<file path="src/rtl/uart_tx_sched.sv">
// uart_tx_sched: round-robin scheduler that frames two 32-bit sources as tagged packets onto one uart_tx.
// Optional feature macro UART_TX_SCHED_CHECKSUM_EN appends an XOR checksum byte to every packet.
module uart_tx_sched #(
  parameter logic [7:0]  HDR0     = 8'hA0,
  parameter logic [7:0]  HDR1     = 8'hB0,
  parameter int unsigned GAP_CLKS = 0
) (
  input  logic        i_Clock,
  input  logic        i_Reset,
  input  logic [1:0]  i_Req,
  input  logic [31:0] i_Word0,
  input  logic [31:0] i_Word1,
  output logic [1:0]  o_Ack,
  output logic        o_Busy,
  output logic        o_Tx_DV,
  output logic [7:0]  o_Tx_Byte,
  input  logic        i_Tx_Done,
  input  logic        i_Tx_Active
);
  // state | meaning
  // IDLE  | waiting for a request while uart_tx is quiet
  // SEND  | one-cycle DV strobe for the current byte
  // WAIT  | waiting for uart_tx Done on the current byte
  // GAP   | inter-byte idle clocks
  // DONE  | one-cycle ack pulse to the packet owner

`ifdef UART_TX_SCHED_CHECKSUM_EN
  localparam int NBYTES = 6;
`else
  localparam int NBYTES = 5;
`endif
  localparam int          SW       = 8 * NBYTES;
  localparam logic [2:0]  LAST_IDX = 3'(NBYTES - 1);
  localparam logic [15:0] GAP_LOAD = (GAP_CLKS > 0) ? 16'(GAP_CLKS - 1) : 16'd0;

  typedef enum logic [2:0] {
    S_IDLE,
    S_SEND,
    S_WAIT,
    S_GAP,
    S_DONE
  } state_t;

  state_t        state, state_nxt;
  logic [SW-1:0] sreg, sreg_nxt, pkt;
  logic [2:0]    idx, idx_nxt;
  logic          owner, owner_nxt;
  logic          last_gnt, last_gnt_nxt;
  logic [15:0]   gap_cnt, gap_nxt;
  logic          grant, gnt_id, done_last;
  logic [31:0]   gnt_word;
  logic [7:0]    gnt_hdr;
  logic          dv_nxt, busy_nxt;
  logic [7:0]    byte_nxt;
  logic [1:0]    ack_nxt;

  // Tie goes to the requester not granted last; the uart_tx gate covers a byte left over from reset.
  always_comb begin
    grant    = (state == S_IDLE) && !i_Tx_Active && (|i_Req);
    gnt_id   = (&i_Req) ? ~last_gnt : i_Req[1];
    gnt_word = gnt_id ? i_Word1 : i_Word0;
    gnt_hdr  = gnt_id ? HDR1 : HDR0;
`ifdef UART_TX_SCHED_CHECKSUM_EN
    pkt      = {gnt_hdr, gnt_word,
                gnt_hdr ^ gnt_word[31:24] ^ gnt_word[23:16] ^ gnt_word[15:8] ^ gnt_word[7:0]};
`else
    pkt      = {gnt_hdr, gnt_word};
`endif
    done_last = (idx == LAST_IDX);
  end

  always_ff @(posedge i_Clock) begin
    if (i_Reset) begin
      state     <= S_IDLE;
      sreg      <= '0;
      idx       <= 3'd0;
      owner     <= 1'b0;
      last_gnt  <= 1'b1;
      gap_cnt   <= 16'd0;
      o_Tx_DV   <= 1'b0;
      o_Tx_Byte <= 8'h00;
      o_Ack     <= 2'b00;
      o_Busy    <= 1'b0;
    end else begin
      state     <= state_nxt;
      sreg      <= sreg_nxt;
      idx       <= idx_nxt;
      owner     <= owner_nxt;
      last_gnt  <= last_gnt_nxt;
      gap_cnt   <= gap_nxt;
      o_Tx_DV   <= dv_nxt;
      o_Tx_Byte <= byte_nxt;
      o_Ack     <= ack_nxt;
      o_Busy    <= busy_nxt;
    end
  end

  always_comb begin
    state_nxt = state;
    case (state)
      S_IDLE: if (grant) state_nxt = S_SEND;
      S_SEND: state_nxt = S_WAIT;
      S_WAIT: begin
        if (i_Tx_Done) begin
          if (done_last)         state_nxt = S_DONE;
          else if (GAP_CLKS > 0) state_nxt = S_GAP;
          else                   state_nxt = S_SEND;
        end
      end
      S_GAP:  if (gap_cnt == 16'd0) state_nxt = S_SEND;
      S_DONE: state_nxt = S_IDLE;
      default: state_nxt = S_IDLE;
    endcase
  end

  always_comb begin
    sreg_nxt     = sreg;
    idx_nxt      = idx;
    owner_nxt    = owner;
    last_gnt_nxt = last_gnt;
    gap_nxt      = gap_cnt;
    case (state)
      S_IDLE: begin
        if (grant) begin
          sreg_nxt     = pkt;
          idx_nxt      = 3'd0;
          owner_nxt    = gnt_id;
          last_gnt_nxt = gnt_id;
        end
      end
      S_WAIT: begin
        if (i_Tx_Done && !done_last) begin
          sreg_nxt = {sreg[SW-9:0], 8'h00};
          idx_nxt  = idx + 3'd1;
          gap_nxt  = GAP_LOAD;
        end
      end
      S_GAP: if (gap_cnt != 16'd0) gap_nxt = gap_cnt - 16'd1;
      default: ;
    endcase
  end

  // Outputs are computed from next-state values so they are registered yet aligned with the state.
  always_comb begin
    dv_nxt   = (state_nxt == S_SEND);
    byte_nxt = dv_nxt ? sreg_nxt[SW-1 -: 8] : o_Tx_Byte;
    ack_nxt  = (state_nxt == S_DONE) ? (owner_nxt ? 2'b10 : 2'b01) : 2'b00;
    busy_nxt = (state_nxt != S_IDLE);
  end

endmodule

</file>
<file path="config.mk">
export PLATFORM = sky130hd
export DESIGN_NAME = uart_tx_sched
export DESIGN_NICKNAME = d
export VERILOG_FILES = /design/src/rtl/uart_tx_sched.sv
export SDC_FILE = /design/constraint.sdc
export NUM_CORES = 1
export LEC_CHECK = 0
export BUFFER_PORTS_ARGS = -buffer_cell sky130_fd_sc_hd__buf_2
export CAP_MARGIN = 15
export CORE_MARGIN = 3
export CORE_UTILIZATION = 50
export CTS_BUF_LIST = sky130_fd_sc_hd__clkbuf_4 sky130_fd_sc_hd__clkbuf_8 sky130_fd_sc_hd__clkbuf_16
export DETAILED_ROUTE_END_ITERATION = 10
export PLACE_DENSITY_LB_ADDON = 0.3
export SYNTH_ARGS = -nofsm -noshare
export SYNTH_HDL_FRONTEND = slang
export SYNTH_SLANG_ARGS = --single-unit
</file>
<file path="constraint.sdc">
create_clock -name i_Clock -period 2.55 [get_ports i_Clock]
set_input_delay 0 -clock i_Clock [delete_from_list [all_inputs] [get_ports i_Clock]]
set_output_delay 0 -clock i_Clock [all_outputs]
set_load 0.01 [all_outputs]
</file>
# Yosys cells after proc, flatten, opt, wreduce, memory -nomap -nowiden
# Cells that the tools add are included.
dict set report totals {
  register_bits 76
  in_bits 70
  output_inout_bits 12
  word_cells 61
}
dict set report op_classes {
  n_addsub 2
  n_eq_ne 9
  muxes 20
  bitwise 2
  n_reduce_logical 17
}
# cell count
set op_table {}
lappend op_table {{40-bit 2-to-1 mux} 2}
lappend op_table {{40-bit one-hot mux with 2 select lines} 1}
lappend op_table {{16-bit 2-to-1 mux} 2}
lappend op_table {{32-bit 2-to-1 mux} 1}
lappend op_table {{16-bit one-hot mux with 2 select lines} 1}
lappend op_table {{3-bit 2-to-1 mux} 6}
lappend op_table {{16-bit logical NOT} 1}
lappend op_table {{16-bit nonzero test} 1}
lappend op_table {{16-bit by 1-bit subtractor with 16-bit output (second input constant)} 1}
lappend op_table {{3-bit one-hot mux with 4 select lines} 1}
lappend op_table {{3-bit by 1-bit == test with 1-bit output (second input constant)} 2}
lappend op_table {{3-bit by 2-bit == test with 1-bit output (second input constant)} 2}
lappend op_table {{3-bit == test (second input constant)} 2}
lappend op_table {{2-bit inequality test (second input constant)} 3}
lappend op_table {{3-bit one-hot mux with 2 select lines} 1}
lappend op_table {{3-bit AND reduction} 2}
lappend op_table {{5-bit 2-to-1 mux} 1}
lappend op_table {{2-bit AND reduction} 2}
lappend op_table {{2-bit nonzero test} 2}
lappend op_table {{2-bit OR reduction} 2}
lappend op_table {{3-bit by 1-bit adder with 3-bit output (second input constant)} 1}
lappend op_table {{1-bit logical AND} 3}
lappend op_table {{3-bit logical NOT} 1}
lappend op_table {{1-bit 2-to-1 mux} 3}
lappend op_table {{4 further kinds} 6}

# Logic depth before layout (Yosys ltp)
dict set report depth {
  depth_word 8
  mapped_depth 9
  depth_no_buf 7
}

# Worst setup path after synthesis
# Ideal clock, no wire load.
dict set report synth_timing {
  path_kind {register -> register}
  startpoint {register idx[0]}
  endpoint {register sreg[11]}
  arrival_time_ns 1.800
  path_slack_ns 0.614
  stages_incl_launch_ff 10
  n_path_buf 2
  synth_period_minus_slack_ns 1.936
  cell_sequence {dfxtp_1 inv_1 ha_1 and2_1 buf_2 nor2_1 nor2_1 buf_2 a22oi_1 a21oi_1}
}
dict set report synth_between {
  elab_chain_cells 5
}
# element line
set synth_lines {}
lappend synth_lines {{start, declared} 46} ;# logic [2:0] idx, idx_nxt;
lappend synth_lines {{start signal, assigned} 87} ;# idx <= idx_nxt;
lappend synth_lines {{3-bit == test} 69} ;# done_last = (idx == LAST_IDX);
lappend synth_lines {{1-bit logical NOT} 132} ;# if (i_Tx_Done && !done_last) begin
lappend synth_lines {{1-bit logical AND} 132}
lappend synth_lines {{2-bit inequality test (no source line)} n/a}
lappend synth_lines {{3-bit AND reduction (no source line)} n/a}
lappend synth_lines {{end signal, assigned} 86} ;# sreg <= sreg_nxt;
lappend synth_lines {{end, declared} 45} ;# logic [SW-1:0] sreg, sreg_nxt, pkt;
# No other way between the ends.
# A chain may end at the register's enable or synchronous reset.

# Worst setup path after layout
dict set report layout_timing {
  startpoint {register state[1]}
  endpoint {register sreg[11]}
}
dict set report layout_between {
  elab_chain_cells 5
  word_cells_on_any_way 9
  classes_between {3 x eq/ne; 1 x mux; 5 x reduce/logical}
}
# element line
set layout_lines {}
lappend layout_lines {{start, declared} 44} ;# state_t state, state_nxt;
lappend layout_lines {{start signal, assigned} 85} ;# state <= state_nxt;
lappend layout_lines {{3-bit logical NOT} {59, 122}}
lappend layout_lines {{1-bit logical AND (2 in a row)} 59} ;# grant = (state == S_IDLE) && !i_Tx_Active && (|i_Req);
lappend layout_lines {{2-bit inequality test (no source line)} n/a}
lappend layout_lines {{3-bit AND reduction (no source line)} n/a}
# Parallel ways exist; a longest one is shown, timed or not.

==> out/metrics.yaml <==
start_kind: "flop"
mappedNetlistNets: 484
synthFlopType: "dfxtp_1"
setup_viol: 0
required_ns: 2.77
core_mm2: 0.006832
layoutNonFillerInstCount: 588
maxCapViolCount: 0
skew_ns: 0.003708
wire_per_inst_um: 14.08
drt_iter0_markers: 212
drc_errors: 0
synth_cells: 411
clockBufferDepth: 2
diodes: 0
start_util: 0.5170
io_pins: 82
run_status: "finished clean"
grt_first_pass_wirelength_mm: 13.93
finalPower_uw: 2861
dp.cells: 569
gp_congestion: 0.8391
fin_crit_sh: 0.8381
cts.sinks: 76
grt_remaining_overflow: 0
fmax_mhz: 467.9
cts_tree: "done"
cts_htree_levels: 3
crit_arrival_ns: 2.35
fp.dieW_um: 90.05
worst_hold_path_type: "in2reg"
rows: 30
grt_max_degree: 45
path_class: "reg2reg"
grtUsageTotal: 0.2069
ant_nets: 0
dpl_cell_area_mm2: 0.004035
hold_viol: 0
hpwl_mm: 5.897
syn_to_final_growth_pct: 21.86
clkTransAtPathRegs_ns: 0.08
final_cell_mix: "buf_2, dfxtp_1, a21oi_1"
cts_buffers: 9
power_density_mw_per_mm2: 664.8
min_period_ns: 2.137
antenna_found_initial: 0
drive_gt1_frac: 0.2561
first_global_vias: 2997
slew_headroom: 0.5127
die_h_um: 90.05
drt_wl_total_mm: 8.278
hold_slack_ns: 0.01256
die_area_mm2: 0.008109
first_pass_iters: 4
endpoint_kind: "flop"
syn_avg_cell_area_um2: 8.594
critPathMaxFanout: 26
fin_nets: 560
report.final.slew_viol_count: 0
netlist_area_mm2: 0.003532
layout_commonest_cell: "buf_2"
port_buffers: 81
ys_types: 47
tns_ns: 0
ir_drop_v: 0.0003328
async_flop_share: 0
rsz0062_at_grt: "no"
worstMarginPinSlew_ns: 0.7255
ys_ff_latch: 76
yosys_warnings: 0
power.leakage_uw: 0.001772
via_per_inst: 5.544
via_count: 3260
synth_edf_count: 0
clock_latency_ns: 0.35
fin_area_mm2: 0.004304
yosysSeqAreaShare: 0.4307
cts-root-buf: "clkbuf_8"
==> registers in the layout, indices dropped and copies added, names as in the netlist <==
signal / flops
o_Tx_Byte: 8
idx: 3
last_gnt: 1
gap_cnt: 16
o_Busy: 1
state: 3
owner: 1
sreg: 40
o_Tx_DV: 1
o_Ack: 2
==> cell type report <==
| cell class | instances | area, µm² |
|---|---|---|
| fillers | 613 | 2527 |
| repair buffers | 95 | 530.5 |
| multi-input cells | 299 | 1871 |
| clock buffers | 11 | 138.9 |
| clock inverters | 5 | 100.1 |
| flip-flops and latches | 76 | 1521 |
| inverters | 6 | 22.52 |
| well taps | 96 | 120.1 |
==> report_power, final <==
group | switching (µW) | total [µW] | internal, µW
Clock | 430 | 1100 | 669
Combinational | 250 | 461 | 211
Sequential | 44.4 | 1300 | 1260
==> final timing paths <==
kind,end,slack (ns),startpoint,cells after the start
worst max-delay path,sreg[11]$_SDFFE_PP0P_,0.41,state[1]$_SDFF_PP0_,6
worst min-delay path,sreg[3]$_SDFFE_PP0P_,0.01,i_Word1[3],4
worst max register to register,sreg[11]$_SDFFE_PP0P_,0.41,state[1]$_SDFF_PP0_,6
worst min register to register,sreg[8]$_SDFFE_PP0P_,0.46,sreg[0]$_SDFFE_PP0P_,2
==> worst max-delay path: stages (launching register included) <==
cell,delay [ns]
dfxtp_1,0.39
or4_1,0.70
nor2_2,0.27
nor2_2,0.16
buf_12,0.19
a22oi_1,0.20
a21oi_1,0.10
==> through the flow <==
stage,util,setup WS (ns)
6_report,0.6300,0.4127
5_1_grt,0.6300,0.2506
4_1_cts,0.6300,0.4142
3_5_place_dp,0.5907,0.4310
3_3_place_gp,0.5907,0.5072
2_1_floorplan,-,0.6136
==> per-layer routing <==
layer	global-route usage	wire [µm]	vias up
met2	0.3329	3820	90
met5	0	0	-
met1	0.2783	3896	1492
li1	-	-	1666
met3	0.04184	444	12
met4	0.06760	117	0
==> logic make-up (layout without fill, tap and decap cells) <==
family / after synthesis / in the layout / share of synthesized area
XOR/XNOR: 11 / 11 / 0.02728
multiplexers: 2 / 2 / 0.006022
adder cells (fa/ha/maj): 3 / 3 / 0.01063
AND/OR/NAND/NOR: 136 / 136 / 0.1856
buffers and inverters: 36 / 117 / 0.04569
AO/OA/AOI/OAI: 147 / 147 / 0.2940
flip-flops: 76 / 76 / 0.4307
==> cells in the mapped netlist (3+ instances only) <==
library cell	number	share of area
buf_2	9	0.013
nand2_1	34	0.036
o211ai_1	3	0.0064
a22oi_1	34	0.072
xor2_1	8	0.020
and2_1	4	0.0071
nor2_1	45	0.048
or4_1	4	0.0085
ha_1	3	0.011
nand3_1	5	0.0071
nor3_1	19	0.027
nor4_1	7	0.012
xnor2_1	3	0.0074
inv_1	6	0.0064
a21oi_1	50	0.071
clkbuf_1	19	0.020
a211oi_2	3	0.011
a21oi_2	3	0.0074
a22o_1	33	0.082
o21ai_0	8	0.011
dfxtp_1	76	0.43
==> repair_timing <==
action / CTS / global route
gates resized for setup: 0 / 0
setup buffers: 0 / 0
hold endpoints to repair: 2 / 0
hold buffers: 3 / 0
Power figures use the tool's default switching activity.
